**src/rtl/sap1_ctrl_pkg.sv**
```systemverilog
// SAP-1 control sequencer shared definitions: opcodes, sequencer states,
// control-bit positions and the control words built from them.
// Control word layout (bit 11..0): {Cp,Ep,nLm,nCE,nLi,nEi,nLa,Ea,Su,Eu,nLb,nLo}.
package sap1_ctrl_pkg;

  typedef enum logic [3:0] {
    OP_LDA = 4'h0,
    OP_ADD = 4'h1,
    OP_SUB = 4'h2,
    OP_OUT = 4'hE,
    OP_HLT = 4'hF
  } opcode_e;

  typedef enum logic [2:0] {
    IDLE = 3'd0,
    T1   = 3'd1,
    T2   = 3'd2,
    T3   = 3'd3,
    T4   = 3'd4,
    T5   = 3'd5,
    T6   = 3'd6,
    HALT = 3'd7
  } state_e;

  // Control bit positions
  localparam int unsigned CB_CP  = 11;
  localparam int unsigned CB_EP  = 10;
  localparam int unsigned CB_NLM = 9;
  localparam int unsigned CB_NCE = 8;
  localparam int unsigned CB_NLI = 7;
  localparam int unsigned CB_NEI = 6;
  localparam int unsigned CB_NLA = 5;
  localparam int unsigned CB_EA  = 4;
  localparam int unsigned CB_SU  = 3;
  localparam int unsigned CB_EU  = 2;
  localparam int unsigned CB_NLB = 1;
  localparam int unsigned CB_NLO = 0;

  // Quiescent word: no bus drivers, every active-low load deasserted.
  localparam logic [11:0] CW_IDLE = 12'h3E3;

  // Every other word is the idle word with the relevant bits flipped
  // (active-high enables set, active-low loads/enables cleared).
  localparam logic [11:0] CW_FETCH1   = CW_IDLE ^ (12'h001 << CB_EP)  ^ (12'h001 << CB_NLM);
  localparam logic [11:0] CW_FETCH2   = CW_IDLE ^ (12'h001 << CB_CP);
  localparam logic [11:0] CW_FETCH3   = CW_IDLE ^ (12'h001 << CB_NCE) ^ (12'h001 << CB_NLI);
  localparam logic [11:0] CW_MEM_ADDR = CW_IDLE ^ (12'h001 << CB_NLM) ^ (12'h001 << CB_NEI);
  localparam logic [11:0] CW_LDA_LOAD = CW_IDLE ^ (12'h001 << CB_NCE) ^ (12'h001 << CB_NLA);
  localparam logic [11:0] CW_LOAD_B   = CW_IDLE ^ (12'h001 << CB_NCE) ^ (12'h001 << CB_NLB);
  localparam logic [11:0] CW_ADD      = CW_IDLE ^ (12'h001 << CB_NLA) ^ (12'h001 << CB_EU);
  localparam logic [11:0] CW_SUB      = CW_ADD  ^ (12'h001 << CB_SU);
  localparam logic [11:0] CW_OUT      = CW_IDLE ^ (12'h001 << CB_EA)  ^ (12'h001 << CB_NLO);

  // Map the halt flag and the one-hot ring value onto a sequencer state.
  function automatic state_e t_to_state(input logic halted, input logic [5:0] t);
    state_e st;
    if (halted) begin
      st = HALT;
    end else begin
      case (t)
        6'b000001: st = T1;
        6'b000010: st = T2;
        6'b000100: st = T3;
        6'b001000: st = T4;
        6'b010000: st = T5;
        6'b100000: st = T6;
        default:   st = IDLE;
      endcase
    end
    return st;
  endfunction

endpackage

```
**src/rtl/sap1_ring_counter.sv**
```systemverilog
// One-hot T-state ring (bit0 = T1). All-zero means "not in a T-state".
// advance_i from all-zero enters T1; from T6 it wraps to T1. clear_i wins.
module sap1_ring_counter (
  input  logic       clk,
  input  logic       rst_n,
  input  logic       advance_i,
  input  logic       clear_i,
  output logic [5:0] t_o
);

  logic [5:0] t_q;
  logic [5:0] t_d;

  // Next ring value: clear, enter T1, rotate, or hold
  always_comb begin
    t_d = t_q;
    if (clear_i) begin
      t_d = 6'b000000;
    end else if (advance_i) begin
      if (t_q == 6'b000000) begin
        t_d = 6'b000001;
      end else begin
        t_d = {t_q[4:0], t_q[5]};
      end
    end else begin
      t_d = t_q;
    end
  end

  // Ring state register
  always_ff @(posedge clk or negedge rst_n) begin
    if (!rst_n) begin
      t_q <= 6'b000000;
    end else begin
      t_q <= t_d;
    end
  end

  assign t_o = t_q;

endmodule

```
**src/rtl/sap1_control_sequencer.sv**
```systemverilog
// SAP-1 control sequencer: six T-state fetch/execute cycle, opcode decode
// into the 12-bit control word, run/halt handling and instruction counter.
// Optional build macro SAP1_SINGLE_STEP_EN: T-states advance only on a
// rising edge of step; without it step is ignored.
import sap1_ctrl_pkg::*;

module sap1_control_sequencer (
  input  logic        clk,
  input  logic        rst_n,
  input  logic        run,
  input  logic        step,
  input  logic [3:0]  opcode,
  output logic [11:0] controlbus,
  output logic [5:0]  t_state,
  output logic        halted,
  output logic [7:0]  instr_count
);

  logic [5:0] t_s;
  logic       halted_q;
  logic       halted_d;
  logic [7:0] instr_count_q;
  logic [7:0] instr_count_d;
  logic       advance_s;
  logic       clear_s;
  logic       step_ok_s;
  state_e     state_s;

`ifdef SAP1_SINGLE_STEP_EN
  logic step_prev_q;

  // Previous step level, so only a 0->1 transition advances the sequence
  always_ff @(posedge clk or negedge rst_n) begin
    if (!rst_n) begin
      step_prev_q <= 1'b0;
    end else begin
      step_prev_q <= step;
    end
  end

  assign step_ok_s = step & ~step_prev_q;
`else
  logic step_unused_s;
  assign step_unused_s = step;
  assign step_ok_s     = 1'b1;
`endif

  sap1_ring_counter u_ring (
    .clk       (clk),
    .rst_n     (rst_n),
    .advance_i (advance_s),
    .clear_i   (clear_s),
    .t_o       (t_s)
  );

  assign state_s = t_to_state(halted_q, t_s);

  // Sequencing: when the ring moves, when HLT stops it, when an instruction completes
  always_comb begin
    advance_s     = 1'b0;
    clear_s       = 1'b0;
    halted_d      = halted_q;
    instr_count_d = instr_count_q;
    case (state_s)
      IDLE: advance_s = run;
      T1, T2, T3, T5: advance_s = step_ok_s;
      T4: begin
        if (step_ok_s) begin
          if (opcode == OP_HLT) begin
            clear_s  = 1'b1;
            halted_d = 1'b1;
          end else begin
            advance_s = 1'b1;
          end
        end else begin
          advance_s = 1'b0;
        end
      end
      T6: begin
        advance_s = step_ok_s;
        if (step_ok_s && (instr_count_q != 8'hFF)) begin
          instr_count_d = instr_count_q + 8'd1;
        end else begin
          instr_count_d = instr_count_q;
        end
      end
      HALT: advance_s = 1'b0;
      default: advance_s = 1'b0;
    endcase
  end

  // Halt flag and saturating instruction counter
  always_ff @(posedge clk or negedge rst_n) begin
    if (!rst_n) begin
      halted_q      <= 1'b0;
      instr_count_q <= 8'd0;
    end else begin
      halted_q      <= halted_d;
      instr_count_q <= instr_count_d;
    end
  end

  // Control word decode from the registered state; opcode matters only in T4..T6
  always_comb begin
    controlbus = CW_IDLE;
    case (state_s)
      T1: controlbus = CW_FETCH1;
      T2: controlbus = CW_FETCH2;
      T3: controlbus = CW_FETCH3;
      T4: begin
        case (opcode)
          OP_LDA, OP_ADD, OP_SUB: controlbus = CW_MEM_ADDR;
          OP_OUT:                 controlbus = CW_OUT;
          default:                controlbus = CW_IDLE;
        endcase
      end
      T5: begin
        case (opcode)
          OP_LDA:         controlbus = CW_LDA_LOAD;
          OP_ADD, OP_SUB: controlbus = CW_LOAD_B;
          default:        controlbus = CW_IDLE;
        endcase
      end
      T6: begin
        case (opcode)
          OP_ADD:  controlbus = CW_ADD;
          OP_SUB:  controlbus = CW_SUB;
          default: controlbus = CW_IDLE;
        endcase
      end
      default: controlbus = CW_IDLE;
    endcase
  end

  assign t_state     = t_s;
  assign halted      = halted_q;
  assign instr_count = instr_count_q;

endmodule

```
**config.mk**
```make
export PLATFORM = sky130hd
export DESIGN_NAME = sap1_control_sequencer
export DESIGN_NICKNAME = d
export VERILOG_FILES = /design/src/rtl/sap1_ctrl_pkg.sv /design/src/rtl/sap1_ring_counter.sv /design/src/rtl/sap1_control_sequencer.sv
export SDC_FILE = /design/constraint.sdc
export NUM_CORES = 1
export LEC_CHECK = 0
export BUFFER_PORTS_ARGS = -buffer_cell sky130_fd_sc_hd__buf_2
export CAP_MARGIN = 20
export CORE_MARGIN = 4
export CORE_UTILIZATION = 45
export DETAILED_ROUTE_END_ITERATION = 7
export PLACE_DENSITY = 0.8
export REMOVE_ABC_BUFFERS = 1
export SYNTH_ARGS = -nofsm -noshare
export SYNTH_HDL_FRONTEND = slang
export SYNTH_SLANG_ARGS = --single-unit
```
**constraint.sdc**
```tcl
create_clock -name clk -period 4.3 [get_ports clk]
set_input_delay 0.645 -clock clk [delete_from_list [all_inputs] [get_ports clk]]
set_output_delay 0.645 -clock clk [all_outputs]
set_load 0.02 [all_outputs]
```
==> flow_summary.ini <==
[sta]
hold_viol_final = 0
fin_skew_ps = 2.99
min_period_over_period_pct = 75.0
worstMarginPinSlew_ps = 654
slew_headroom_pct = 55.8
grt_setup_unrepaired = no
fmax_ghz = 0.310
slew_viol_final = 0
tns_ps = 0
setup_viol = 0
min_period_ps = 3220

[finish]
diodes = 0
fillerInstances = 214
final_cell_area_um2 = 1190
final_cell_mix = buf_2 (33), dfrtp_1 (15), xnor2_1 (8)
final_nets = 144
drive_above_1_share_pct = 36.6
syn2layout_area_growth_pct = 14.5
instances_no_fill = 162
layout_commonest_cell = buf_2

[floorplan]
fp-row-count = 17
start_util_pct = 47.1
die_x_um = 56.1
ios = 35
core_area_um2 = 2210
die_h_um = 56.1
die_area_um2 = 3150

[worst_setup_path]
r2r_setup_slack_ps = 1870
worstSetupEndpointType = output pin
path_cells = nor3_1 > o211ai_2 > or2_2 > nor3_1 > nor4b_1 > buf_2
crit_type = flip-flop to output pin
worst_path_most_repeated_cell = nor3_1
r2r-start = u_ring.t_o[3]
rr_worst_depth = 4
r2r_end = instr_count[1]
cp.arrival_ps = 2580
worstPathRequired_ps = 3650
cp-start-kind = flip-flop
critPathTopFamily = simple AND/OR/NAND/NOR gates
critPathMaxFanout = 10
path_buf_inv = 1
slowest_stage = dfrtp_1
slowest_delay_ps = 490

[power_and_ir_drop]
vdd_ir_drop_max_mv = 0.363
power_w = 0.000722
seq_power_share_pct = 36.9
leakagePower_nw = 0.568
power_density_nw_per_um2 = 605
pwr-share-comb_pct = 52.8
switching_share_pct = 46.9
switchingPower_w = 0.000338
power.clock.fraction_pct = 10.3
p_int_w = 0.000384

[grt]
first_global_vias = 848
overflow = 0
grt_max_degree = 16
antenna_found_initial = 0
grt_pass1_wl_um = 3690
gr-usage-all-layers_pct = 14.0

[detailed_routing]
viasPerCell = 5.58
met1_length_um = 987
top_layer = met4
antenna_left = 0
drtPass1Iterations = 4
vias = 904
drc = 0
dr.first_iter.drc_count = 27
avgRoutedWirePerCell_um = 13.2
wl_um = 2140
met3_length_um = 137
dr_wl_met2_um = 1000

[logic_synthesis]
yosys_warnings = 0
synth-seq-area-share_pct = 36.0
synth_cell_type_count = 38
synthCells = 104
synth.avg_cell_area_um2 = 10.0
synth-edff-count = 0
synth_ff_type = dfrtp_1
synth_seq_cells = 15
netlist_area_um2 = 1040
synth_async_sr_flop_share_pct = 100

[placed_design]
dp.cells = 158
place_area_um2 = 1170
dpl.hpwl_um = 1670
place.gp.congestion = 0.873
numPortBuffers = 33

[run_status]
outcome = completed

[clocking]
cts_hold_buffers = 0
cts_buffer_depth = 2
cts_max_level = 1
path_clk_slew_ps = 80
clockRootBuffer = clkbuf_4
clock-sinks = 15
ctsResizeCount = 0
cts_tree = done
numCtsBuffers = 3
cts_setup_buffers = 0
clock_latency_ps = 270

[job]
max-cap-violations = 0

[min_path]
hold_path.class = primary input to asynchronous set/reset pin
## power groups by stage
stage / combinational (W) / sequential (W) / clock (W)
2_1_floorplan: 0.000243 / 0.000300 / 0
3_3_place_gp: 0.000372 / 0.000265 / 0
3_5_place_dp: 0.000386 / 0.000269 / 0
4_1_cts: 0.000387 / 0.000267 / 0.0000778
5_1_grt: 0.000420 / 0.000281 / 0.0000827
6_report: 0.000381 / 0.000267 / 0.0000745
## logic make-up (layout without fill, tap and decap cells)
group	Yosys count	after routing	share of synthesized area [%]
simple gates	46	46	26.9
flops	15	15	36.0
compound gates	12	12	8.40
xor+xnor	12	12	10.1
mux	9	9	9.48
buf+inv	9	39	7.92
fa+ha+maj	1	1	1.20
## state kept, by name, indices dropped and copies added (netlist names)
register / count
u_ring.t_o: 6
instr_count: 8
halted: 1
## worst register-to-register path: cells and delay by family (launching register included)
family / cells / cell delay [ps]
simple gates: 3 / 1460
flops: 1 / 480
mux: 1 / 390
## stage by stage
step | hold WS, ps | worst slack (ps) | util, %
2_1_floorplan | 349 | 1270 | -
3_3_place_gp | 480 | 1520 | 52.8
3_5_place_dp | 485 | 1420 | 52.8
4_1_cts | 262 | 1100 | 54.0
5_1_grt | 275 | 863 | 54.0
6_report | 257 | 1080 | 54.0
## layout make-up
class | count | area (µm²) | share of cell area (%)
well taps | 28 | 35.0 | 2.94
clock buffers | 4 | 26.3 | 2.20
inverters | 2 | 7.51 | 0.629
flip-flops and latches | 15 | 375 | 31.4
repair buffers | 33 | 165 | 13.8
multi-input cells | 80 | 584 | 49.0
## layer usage
layer / global-route usage (%) / vias to the layer above
li1: - / 437
met1: 19.2 / 434
met2: 22.4 / 31
met3: 2.09 / 2
met4: 5.08 / 0
met5: 0 / -
## synthesized netlist by cell type (3+ instances only)
cell type  count  area, µm²
nand2_1        7       26.3
dfrtp_1       15        375
xnor2_1        8       70.1
nor4b_1        3       26.3
nand4_1        3       18.8
nor3_1         6       30.0
xor2_1         4       35.0
mux2_2         7       78.8
buf_6          4       45.0
nor2_1         4       15.0
nand3_1        5       25.0
and3_1         4       25.0
## how the worst max path moves through the flow
stage,startpoint,endpoint,slack (ps),cells after the start
after global routing,u_ring.t_o[2],controlbus[3],860,6
after floorplan,u_ring.t_o[4],controlbus[3],1270,5
after detailed placement,u_ring.t_o[2],controlbus[3],1420,6
after global placement,u_ring.t_o[4],controlbus[3],1520,6
after CTS,u_ring.t_o[2],controlbus[3],1100,6
final,u_ring.t_o[2],controlbus[3],1080,6
(Power assumes the default switching activity.)
